**src/rtl/control_sequencer_if.sv**
```systemverilog
// -----------------------------------------------------------------------------
// control_sequencer_if
//   Bundle between the fetch/execute control sequencer and the datapath of the
//   8-bit computer.
//
//   master modport : the sequencer (samples opcode, drives state and strobes)
//   slave  modport : the datapath side (drives opcode, observes strobes)
//
//   opcode   IR upper nibble, valid from T4 onward
//   t_state  current T-state, 0..5 = T1..T6
//   halt     processor halted
//   pc_inc / pc_out / pc_load        program counter count / drive / load
//   mar_load                          MAR load
//   ram_out                           RAM drives bus
//   ir_load / ir_out                  IR load / operand nibble drives bus
//   a_load / a_out                    accumulator load / drive bus
//   b_load                            B register load
//   alu_sub / alu_out                 ALU subtract select / result drives bus
//   out_load                          output register load
// -----------------------------------------------------------------------------
interface control_sequencer_if;
   logic [3:0] opcode;
   logic [2:0] t_state;
   logic       halt;
   logic       pc_inc;
   logic       pc_out;
   logic       pc_load;
   logic       mar_load;
   logic       ram_out;
   logic       ir_load;
   logic       ir_out;
   logic       a_load;
   logic       a_out;
   logic       b_load;
   logic       alu_sub;
   logic       alu_out;
   logic       out_load;

   modport master (
      input  opcode,
      output t_state, halt,
      output pc_inc, pc_out, pc_load, mar_load, ram_out, ir_load, ir_out,
      output a_load, a_out, b_load, alu_sub, alu_out, out_load
   );

   modport slave (
      output opcode,
      input  t_state, halt,
      input  pc_inc, pc_out, pc_load, mar_load, ram_out, ir_load, ir_out,
      input  a_load, a_out, b_load, alu_sub, alu_out, out_load
   );
endinterface

```
**src/rtl/control_sequencer.sv**
```systemverilog
// -----------------------------------------------------------------------------
// control_sequencer
//   Six-state T-cycle ring with halt latch, plus the opcode decode that
//   produces the control word for PC, MAR, RAM, IR, A, B, ALU and OUT.
//
//   clk    rising-edge system clock
//   reset  asynchronous, active-high; returns to T1 and clears halt
//   ctl    control_sequencer_if.master: opcode in, t_state/halt/strobes out
//
//   The strobes are a combinational decode of (t_state, halt, opcode): opcode
//   only becomes valid in T4, so the T4 controls cannot be registered ahead.
// -----------------------------------------------------------------------------
module control_sequencer (
   input  logic                       clk,
   input  logic                       reset,
   control_sequencer_if.master        ctl
);

   typedef enum logic [2:0] {
      T1 = 3'd0,
      T2 = 3'd1,
      T3 = 3'd2,
      T4 = 3'd3,
      T5 = 3'd4,
      T6 = 3'd5
   } t_state_e;

   typedef enum logic [3:0] {
      OP_LDA = 4'h0,
      OP_ADD = 4'h1,
      OP_SUB = 4'h2,
      OP_JMP = 4'h4,
      OP_OUT = 4'hE,
      OP_HLT = 4'hF
   } opcode_e;

   typedef struct packed {
      logic pc_inc;
      logic pc_out;
      logic pc_load;
      logic mar_load;
      logic ram_out;
      logic ir_load;
      logic ir_out;
      logic a_load;
      logic a_out;
      logic b_load;
      logic alu_sub;
      logic alu_out;
      logic out_load;
   } ctl_word_t;

   t_state_e  state_q;
   logic      halt_q;
   ctl_word_t cw;

   // ---------------------------------------------------------------------------
   // State register: ring advances every edge unless halted. HLT in T4 sets
   // halt and leaves the ring parked at T4 (index 3).
   // ---------------------------------------------------------------------------
   always_ff @(posedge clk or posedge reset) begin
      if (reset) begin
         state_q <= T1;
         halt_q  <= 1'b0;
      end else if (!halt_q) begin
         if (state_q == T4 && ctl.opcode == OP_HLT) begin
            halt_q <= 1'b1;
         end else begin
            case (state_q)
               T1:      state_q <= T2;
               T2:      state_q <= T3;
               T3:      state_q <= T4;
               T4:      state_q <= T5;
               T5:      state_q <= T6;
               T6:      state_q <= T1;
               default: state_q <= T1;
            endcase
         end
      end
   end

   // ---------------------------------------------------------------------------
   // Control decode. Opcode is only consulted in T4-T6, so fetch-phase changes
   // on the opcode lines cannot reach the outputs. Only one bus driver is
   // ever selected per state/opcode pair.
   // ---------------------------------------------------------------------------
   always_comb begin
      cw = '0;
      if (!halt_q) begin
         case (state_q)
            T1: begin
               cw.pc_out   = 1'b1;
               cw.mar_load = 1'b1;
            end
            T2: begin
               cw.pc_inc = 1'b1;
            end
            T3: begin
               cw.ram_out = 1'b1;
               cw.ir_load = 1'b1;
            end
            T4: begin
               case (ctl.opcode)
                  OP_LDA, OP_ADD, OP_SUB: begin
                     cw.ir_out   = 1'b1;
                     cw.mar_load = 1'b1;
                  end
                  OP_JMP: begin
                     cw.ir_out  = 1'b1;
                     cw.pc_load = 1'b1;
                  end
                  OP_OUT: begin
                     cw.a_out    = 1'b1;
                     cw.out_load = 1'b1;
                  end
                  default: cw = '0;
               endcase
            end
            T5: begin
               case (ctl.opcode)
                  OP_LDA: begin
                     cw.ram_out = 1'b1;
                     cw.a_load  = 1'b1;
                  end
                  OP_ADD: begin
                     cw.ram_out = 1'b1;
                     cw.b_load  = 1'b1;
                  end
                  OP_SUB: begin
                     cw.ram_out = 1'b1;
                     cw.b_load  = 1'b1;
                     cw.alu_sub = 1'b1;
                  end
                  default: cw = '0;
               endcase
            end
            T6: begin
               case (ctl.opcode)
                  OP_ADD: begin
                     cw.alu_out = 1'b1;
                     cw.a_load  = 1'b1;
                  end
                  OP_SUB: begin
                     cw.alu_out = 1'b1;
                     cw.a_load  = 1'b1;
                     cw.alu_sub = 1'b1;
                  end
                  default: cw = '0;
               endcase
            end
            default: cw = '0;
         endcase
      end
   end

   assign ctl.t_state  = state_q;
   assign ctl.halt     = halt_q;
   assign ctl.pc_inc   = cw.pc_inc;
   assign ctl.pc_out   = cw.pc_out;
   assign ctl.pc_load  = cw.pc_load;
   assign ctl.mar_load = cw.mar_load;
   assign ctl.ram_out  = cw.ram_out;
   assign ctl.ir_load  = cw.ir_load;
   assign ctl.ir_out   = cw.ir_out;
   assign ctl.a_load   = cw.a_load;
   assign ctl.a_out    = cw.a_out;
   assign ctl.b_load   = cw.b_load;
   assign ctl.alu_sub  = cw.alu_sub;
   assign ctl.alu_out  = cw.alu_out;
   assign ctl.out_load = cw.out_load;

endmodule

```
**src/flat_wrapper.sv**
```systemverilog
// flat-port wrapper written by rule: the top's interface ports become plain ports
module control_sequencer_flat 
  (clk, reset, ctl_opcode, ctl_t_state, ctl_halt, ctl_pc_inc, ctl_pc_out, ctl_pc_load, ctl_mar_load, ctl_ram_out, ctl_ir_load, ctl_ir_out, ctl_a_load, ctl_a_out, ctl_b_load, ctl_alu_sub, ctl_alu_out, ctl_out_load);
  control_sequencer_if ctl_i ();
  input  logic clk;
  input  logic reset;
  input wire logic [$bits(ctl_i.opcode)-1:0] ctl_opcode;
  output wire logic [$bits(ctl_i.t_state)-1:0] ctl_t_state;
  output wire logic [$bits(ctl_i.halt)-1:0] ctl_halt;
  output wire logic [$bits(ctl_i.pc_inc)-1:0] ctl_pc_inc;
  output wire logic [$bits(ctl_i.pc_out)-1:0] ctl_pc_out;
  output wire logic [$bits(ctl_i.pc_load)-1:0] ctl_pc_load;
  output wire logic [$bits(ctl_i.mar_load)-1:0] ctl_mar_load;
  output wire logic [$bits(ctl_i.ram_out)-1:0] ctl_ram_out;
  output wire logic [$bits(ctl_i.ir_load)-1:0] ctl_ir_load;
  output wire logic [$bits(ctl_i.ir_out)-1:0] ctl_ir_out;
  output wire logic [$bits(ctl_i.a_load)-1:0] ctl_a_load;
  output wire logic [$bits(ctl_i.a_out)-1:0] ctl_a_out;
  output wire logic [$bits(ctl_i.b_load)-1:0] ctl_b_load;
  output wire logic [$bits(ctl_i.alu_sub)-1:0] ctl_alu_sub;
  output wire logic [$bits(ctl_i.alu_out)-1:0] ctl_alu_out;
  output wire logic [$bits(ctl_i.out_load)-1:0] ctl_out_load;
  assign ctl_i.opcode = ctl_opcode;
  assign ctl_t_state = ctl_i.t_state;
  assign ctl_halt = ctl_i.halt;
  assign ctl_pc_inc = ctl_i.pc_inc;
  assign ctl_pc_out = ctl_i.pc_out;
  assign ctl_pc_load = ctl_i.pc_load;
  assign ctl_mar_load = ctl_i.mar_load;
  assign ctl_ram_out = ctl_i.ram_out;
  assign ctl_ir_load = ctl_i.ir_load;
  assign ctl_ir_out = ctl_i.ir_out;
  assign ctl_a_load = ctl_i.a_load;
  assign ctl_a_out = ctl_i.a_out;
  assign ctl_b_load = ctl_i.b_load;
  assign ctl_alu_sub = ctl_i.alu_sub;
  assign ctl_alu_out = ctl_i.alu_out;
  assign ctl_out_load = ctl_i.out_load;
  control_sequencer u_core (.clk(clk), .reset(reset), .ctl(ctl_i));
endmodule
```
**config.mk**
```make
export PLATFORM = sky130hd
export DESIGN_NAME = control_sequencer_flat
export DESIGN_NICKNAME = d
export VERILOG_FILES = /design/src/rtl/control_sequencer_if.sv /design/src/rtl/control_sequencer.sv /design/src/flat_wrapper.sv
export SDC_FILE = /design/constraint.sdc
export NUM_CORES = 1
export LEC_CHECK = 0
export CAP_MARGIN = 20
export CELL_PAD_IN_SITES_DETAIL_PLACEMENT = 1
export CELL_PAD_IN_SITES_GLOBAL_PLACEMENT = 1
export CORE_AREA = 4 4 45 47
export DETAILED_ROUTE_END_ITERATION = 8
export DIE_AREA = 0 0 49 51
export GPL_ROUTABILITY_DRIVEN = 0
export PLACE_DENSITY = 0.77
export SYNTH_ARGS = -nofsm -noshare
export SYNTH_HDL_FRONTEND = slang
export SYNTH_SLANG_ARGS = --single-unit
```
**constraint.sdc**
```tcl
create_clock -name clk -period 2.7 [get_ports clk]
set_input_delay 0.27 -clock clk [delete_from_list [all_inputs] [get_ports clk]]
set_output_delay 0.27 -clock clk [all_outputs]
set_load 0.03 [all_outputs]
```
==> flow_summary.json, run 1 <==
{
  "p_int_uw": 120.1,
  "num_vias": 470,
  "port_buffers": 22,
  "grt_overflow": 0,
  "cts_tree": "done",
  "synth_top_area_share_pct": 24.02,
  "syn_inst": 52,
  "cts.sinks": 4,
  "row_count": 15,
  "n_antenna_cell": 0,
  "worst_pin_slew_ns": 0.3643,
  "drv_cap": 0,
  "clock_skew_ns": 0.003079,
  "post_cts_buffers": 0,
  "yosys.area.top_type": "dfrtp_1",
  "syn_nets": 58,
  "fmax_mhz": 393.4,
  "area_growth_pct": 56.46,
  "path_buf_inv": 1,
  "min_path_type": "in2async",
  "die_x_um": 49,
  "io_pins": 23,
  "routed_wl_mm": 1.246,
  "cts_htree_levels": 1,
  "synth_top_flop_cell": "dfrtp_1",
  "relSlewSlack_pct": 75.37,
  "fill_cells": 203,
  "ys_ff_latch": 4,
  "track_usage_pct": 10.77,
  "cts.clk_slew.worst_paths_ns": 0.04,
  "seq_area_frac_synth_pct": 24.02,
  "cts_root_buf": "clkbuf_4",
  "layout.cells.non_filler": 89,
  "cpPeakStageDelay_ns": 0.71,
  "outcome": "finished clean",
  "power_switching_uw": 34.46,
  "postSynthAreaPerCell_um2": 8.013,
  "leakage_uw": 0.0002316,
  "vias_per_cell": 5.281,
  "pwr-share-comb_pct": 13.7,
  "drive_above_1_share_pct": 12.50,
  "fin_crit_sh_pct": 94.14,
  "ff2ff_setup_slack_ns": 1.53,
  "hold_violations": 0,
  "worstPathArrival_ns": 2.27,
  "critPathTopFamily": "simple AND/OR/NAND/NOR gates",
  "tns_ns": 0,
  "grt_pass1_wl_mm": 2.139,
  "drc_errors": 0,
  "ys.warnings.count": 0,
  "holdBufCountCts": 0,
  "drt_iter0_markers": 4,
  "cts.repair.resized": 0,
  "seq_power_share_pct": 39.0,
  "clk_path_buf_depth": 2,
  "final_util_pct": 39.47,
  "cts_buffers": 3,
  "synthesis.area_um2": 416.7,
  "power.density_nw_per_um2": 237.1,
  "async_flop_share_pct": 100.0,
  "synth.area.top_cells": "dfrtp_1 (24%), nor3_1 (7.2%), nand3b_4 (4.8%), nor2_1 (4.5%), nor4b_1 (4.2%)",
  "critPathMaxFanout": 11,
  "yosysUniqueCellTypes": 29,
  "routedWlPerCell_um": 14.00,
  "core_um2": 1652,
  "grt_antenna_before_repair": 0,
  "irDropWorstVdd_mv": 0.1319,
  "pwr-share-clk_pct": 47.3,
  "start_util_pct": 25.23,
  "die_y_um": 51,
  "finalMaxSlewViolations": 0,
  "synth-edff-count": 0,
  "critPathSlowestCell": "clkdlybuf4s50_1",
  "drtPass1Iterations": 4,
  "worst-setup-path-type": "reg2out",
  "dp.cells": 86,
  "grt_max_degree": 13,
  "antenna_left": 0,
  "startpoint_type": "flip-flop",
  "die_area_um2": 2499,
  "dp_hpwl_um": 962.3,
  "clk_latency_ns": 0.23,
  "min_period_ns": 2.542,
  "grt_pass1_vias": 479,
  "switching_share_pct": 22.29,
  "setup_viol": 0,
  "rsz0062_at_grt": "false",
  "critical_path.cell_chain": "nand3b_4 > or3_4 > nor4b_2 > clkdlybuf4s50_1",
  "fin_nets": 80,
  "end_kind": "primary output",
  "cp.required_ns": 2.43
}
per-layer routing:
layer / track usage [%] / part of all wire, % / vias to the layer above
met5: 0 / 0 / -
met4: 6.726 / 1.4 / 0
met3: 1.749 / 5.8 / 2
met2: 16.96 / 49 / 17
met1: 13.60 / 44 / 221
li1: - / - / 230
synthesized netlist by cell type (2+ instances only):
| cell | count |
|---|---|
| dfrtp_1 | 4 |
| a21oi_1 | 2 |
| clkbuf_1 | 2 |
| nand2_1 | 2 |
| o21ai_0 | 2 |
| nor4b_1 | 2 |
| nor4_1 | 2 |
| buf_4 | 2 |
| inv_1 | 3 |
| buf_2 | 2 |
| nor3_1 | 6 |
| nor2_1 | 5 |
| nand2b_1 | 2 |
cell type report:
class	instances	area, µm²	share of cell area, %
Inverter	3	11.26	1.727
Timing Repair Buffer	24	235.2	36.08
Sequential cell	4	100.1	15.36
Tap cell	17	21.27	3.263
Clock buffer	3	22.52	3.455
Multi-Input combinational cell	38	261.5	40.12
power by group through the flow:
| stage | Sequential (µW) | Combinational (µW) | Clock, µW |
|---|---|---|---|
| 2_1_floorplan | 61.0 | 10.9 | 0 |
| 3_3_place_gp | 61.0 | 20.4 | 0 |
| 3_5_place_dp | 61.0 | 21.0 | 0 |
| 4_1_cts | 60.3 | 21.1 | 76.8 |
| 5_1_grt | 60.2 | 23.3 | 85.3 |
| 6_report | 60.3 | 21.1 | 73.1 |
state kept, by name (all words and copies together) (netlist names):
signal and flops:
u_core.ctl.t_state 3, u_core.ctl.halt 1
worst register-to-register path, cell delays in order (launching register included):
cell	delay, ns
dfrtp_1	0.40
buf_4	0.19
nand2b_1	0.15
a21oi_1	0.07
a311oi_1	0.27
stage by stage:
step                hold slack [ns]  setup slack, ns  power (µW)  instance area [µm²]
detailed placement           0.4835           0.2300       82.03                629.4
finish                       0.2357           0.1583       154.6                651.9
CTS                          0.2331           0.1331       158.2                651.9
global route                 0.2361          0.02505       168.7                651.9
global placement             0.4561           0.2690       81.46                629.4
floorplan                   0.03608           0.2320       71.93                416.7
final timing paths:
| path | from | endpoint | cells past startpoint |
|---|---|---|---|
| worst max register to register | u_core.ctl.t_state[0] | u_core.ctl.t_state[0] | 4 |
| worst min register to register | u_core.ctl.t_state[0] | u_core.ctl.halt | 2 |
| min in group clk | u_core.ctl.t_state[0] | u_core.ctl.halt | 2 |
| max in group asynchronous | reset | u_core.ctl.t_state[2] | 2 |
| worst max-delay path | u_core.ctl.t_state[2] | ctl_pc_load | 4 |
| worst min-delay path | reset | u_core.ctl.halt | 2 |
cell families (layout without fill, tap and decap cells):
group	count (synthesis)	count (layout)	synth area share, %
simple gates	26	26	41.74
compound gates	10	10	16.52
buf+inv	10	30	13.21
flops	4	4	24.02
fa+ha+maj	1	1	2.402
xor+xnor	1	1	2.102
cells in the final DEF, fill, tap and decap left out:
cell              n
clkdlybuf4s50_1  22
inv_1             3
and4_1            1
nor2_1            5
a2bb2oi_1         1
a21oi_1           2
nand3_1           1
nand2b_1          2
nor4_1            2
dfrtp_1           4
a22oi_1           1
nor4b_1           2
o31ai_1           1
nand2_1           2
nand3b_4          1
nor3_1            6
o21bai_1          1
nand4_1           1
nor4b_2           1
o21ai_0           2
clkbuf_4          3
buf_4             2
a311oi_1          1
nand4b_1          1
or3_4             1
xor2_1            1
maj3_1            1
a31o_2            1
Note: power is estimated with default switching activity, not from simulation.
==> run 2, diff against run 1 <==
==> constraint.sdc (replaced) <==
create_clock -name clk -period 3 [get_ports clk]
set_input_delay 0.3 -clock clk [delete_from_list [all_inputs] [get_ports clk]]
set_output_delay 0.3 -clock clk [all_outputs]
set_load 0.03 [all_outputs]
==> run 2 against run 1 <==
Combinational power down 10%. Cell count fell by 2.2%. Non-clock buffer count is 2 lower. Final area down 2.3%. Clock skew hardly changed. Clock power down 7.5%. Largest cell class unchanged. Flip-flop and latch count unchanged.
==> flow_summary.json, run 2 (synthesis results as in run 1) <==
{
  "outcome": "finished clean",
  "num_vias": 477,
  "grt_antenna_before_repair": 0,
  "min_period_ns": 2.581,
  "vias_per_cell": 5.483,
  "layout_commonest_cell": "clkdlybuf4s50_1",
  "largest_reg_flops": 3,
  "cts.sinks": 4,
  "grt_pass1_wl_mm": 2.083,
  "r2r_cells": 3,
  "core_um2": 1652,
  "cts_tree": "done",
  "hold_slack_ns": 0.2543,
  "fin_crit_sh_pct": 86.04,
  "setup_viol": 0,
  "drive_above_1_share_pct": 10.00,
  "drt_iter0_markers": 7,
  "die_y_um": 51,
  "final_cell_mix": "clkdlybuf4s50_1 (22), nor3_1 (6), nor2_1 (5)",
  "relSlewSlack_pct": 71.08,
  "worstPathArrival_ns": 2.28,
  "worst-setup-path-type": "reg2out",
  "post_cts_buffers": 0,
  "leakage_uw": 0.0002220,
  "row_count": 15,
  "n_antenna_cell": 0,
  "cts_root_buf": "clkbuf_4",
  "fmax_mhz": 387.4,
  "power.density_nw_per_um2": 221.1,
  "track_usage_pct": 11.01,
  "clock_skew_ns": 0.002732,
  "ff2ff_setup_slack_ns": 1.76,
  "drtPass1Iterations": 4,
  "drc_errors": 0,
  "finalMaxSlewViolations": 0,
  "start_util_pct": 25.23,
  "hold_violations": 0,
  "layout.area.seq_um2": 100.1,
  "dp_hpwl_um": 929.7,
  "cts_buffers": 3,
  "drv_cap": 0,
  "min_path_type": "in2async",
  "clk_latency_ns": 0.24,
  "reg2reg_to": "u_core.ctl.t_state[0]",
  "area_growth_pct": 52.85,
  "io_pins": 23,
  "critPathMaxFanout": 12,
  "end_kind": "primary output",
  "irDropWorstVdd_mv": 0.08960,
  "holdBufCountCts": 0,
  "cts.repair.resized": 0,
  "worst_pin_slew_ns": 0.4337,
  "fill_cells": 207,
  "multi_input_area_um2": 261.5,
  "tns_ns": 0,
  "clk_path_buf_depth": 2,
  "antenna_left": 0,
  "reg2reg_from": "u_core.ctl.halt",
  "cts_htree_levels": 1,
  "die_x_um": 49,
  "die_area_um2": 2499,
  "grt_pass1_vias": 451,
  "grt_overflow": 0,
  "fin_nets": 78,
  "grt_max_degree": 14,
  "startpoint_type": "flip-flop",
  "cts.clk_slew.worst_paths_ns": 0.04,
  "rsz0062_at_grt": "false",
  "routed_wl_mm": 1.276,
  "cp.required_ns": 2.70,
  "port_buffers": 22,
  "routedWlPerCell_um": 14.67
}
[run 2: cell count changes in the layout (fill, tap and decap cells not counted)]
| cell | delta |
|---|---|
| buf_4 | -2 |
[run 2: metrics by stage]
stage | utilization [%] | power, µW | setup WS [ns] | instances | instance area [µm²]
after CTS | 38.56 | 142.6 | 0.3970 | 87 | 636.9
after global placement | 37.20 | 73.45 | 0.5144 | 84 | 614.3
after floorplan | - | 64.73 | 0.5020 | 52 | 416.7
final | 38.56 | 140.8 | 0.4187 | 87 | 636.9
after detailed placement | 37.20 | 73.79 | 0.4569 | 84 | 614.3
after global routing | 38.56 | 149.0 | 0.2023 | 87 | 636.9
[run 2: layout make-up]
class / count / share of cell area [%]
repair buffers: 22 / 34.58
inverters: 3 / 1.768
multi-input cells: 38 / 41.06
well taps: 17 / 3.340
clock buffers: 3 / 3.536
flip-flops and latches: 4 / 15.72
[run 2: worst max-delay path: stages, from the launching register on]
cell and delay, ns:
dfrtp_1 0.60, nand3b_4 0.13, or3_4 0.36, nor4b_2 0.25
clkdlybuf4s50_1 0.70
[run 2: layer usage]
metal | wire length, µm | part of all wire, % | vias up | GRT usage, %
met1 | 556 | 44 | 216 | 12.70
met3 | 90 | 7.1 | 4 | 1.749
met5 | 0 | 0 | - | 0
met2 | 581 | 46 | 27 | 16.96
met4 | 46 | 3.6 | 0 | 10.76
li1 | - | - | 230 | -
[run 2: power by group]
| group | internal (µW) | switching (µW) |
|---|---|---|
| registers | 54.3 | 0 |
| logic | 9.13 | 9.84 |
| clock network | 44.8 | 22.8 |
[run 2: worst max path at each step]
stage | start | end | slack (ns) | depth (start not counted)
final | u_core.ctl.t_state[0] | ctl_pc_load | 0.42 | 4
after CTS | u_core.ctl.t_state[0] | ctl_pc_load | 0.40 | 4
after global routing | ctl_opcode[2] | ctl_b_load | 0.20 | 5
after floorplan | u_core.ctl.t_state[0] | ctl_mar_load | 0.50 | 3
after detailed placement | ctl_opcode[3] | ctl_b_load | 0.46 | 5
after global placement | ctl_opcode[3] | ctl_b_load | 0.51 | 5
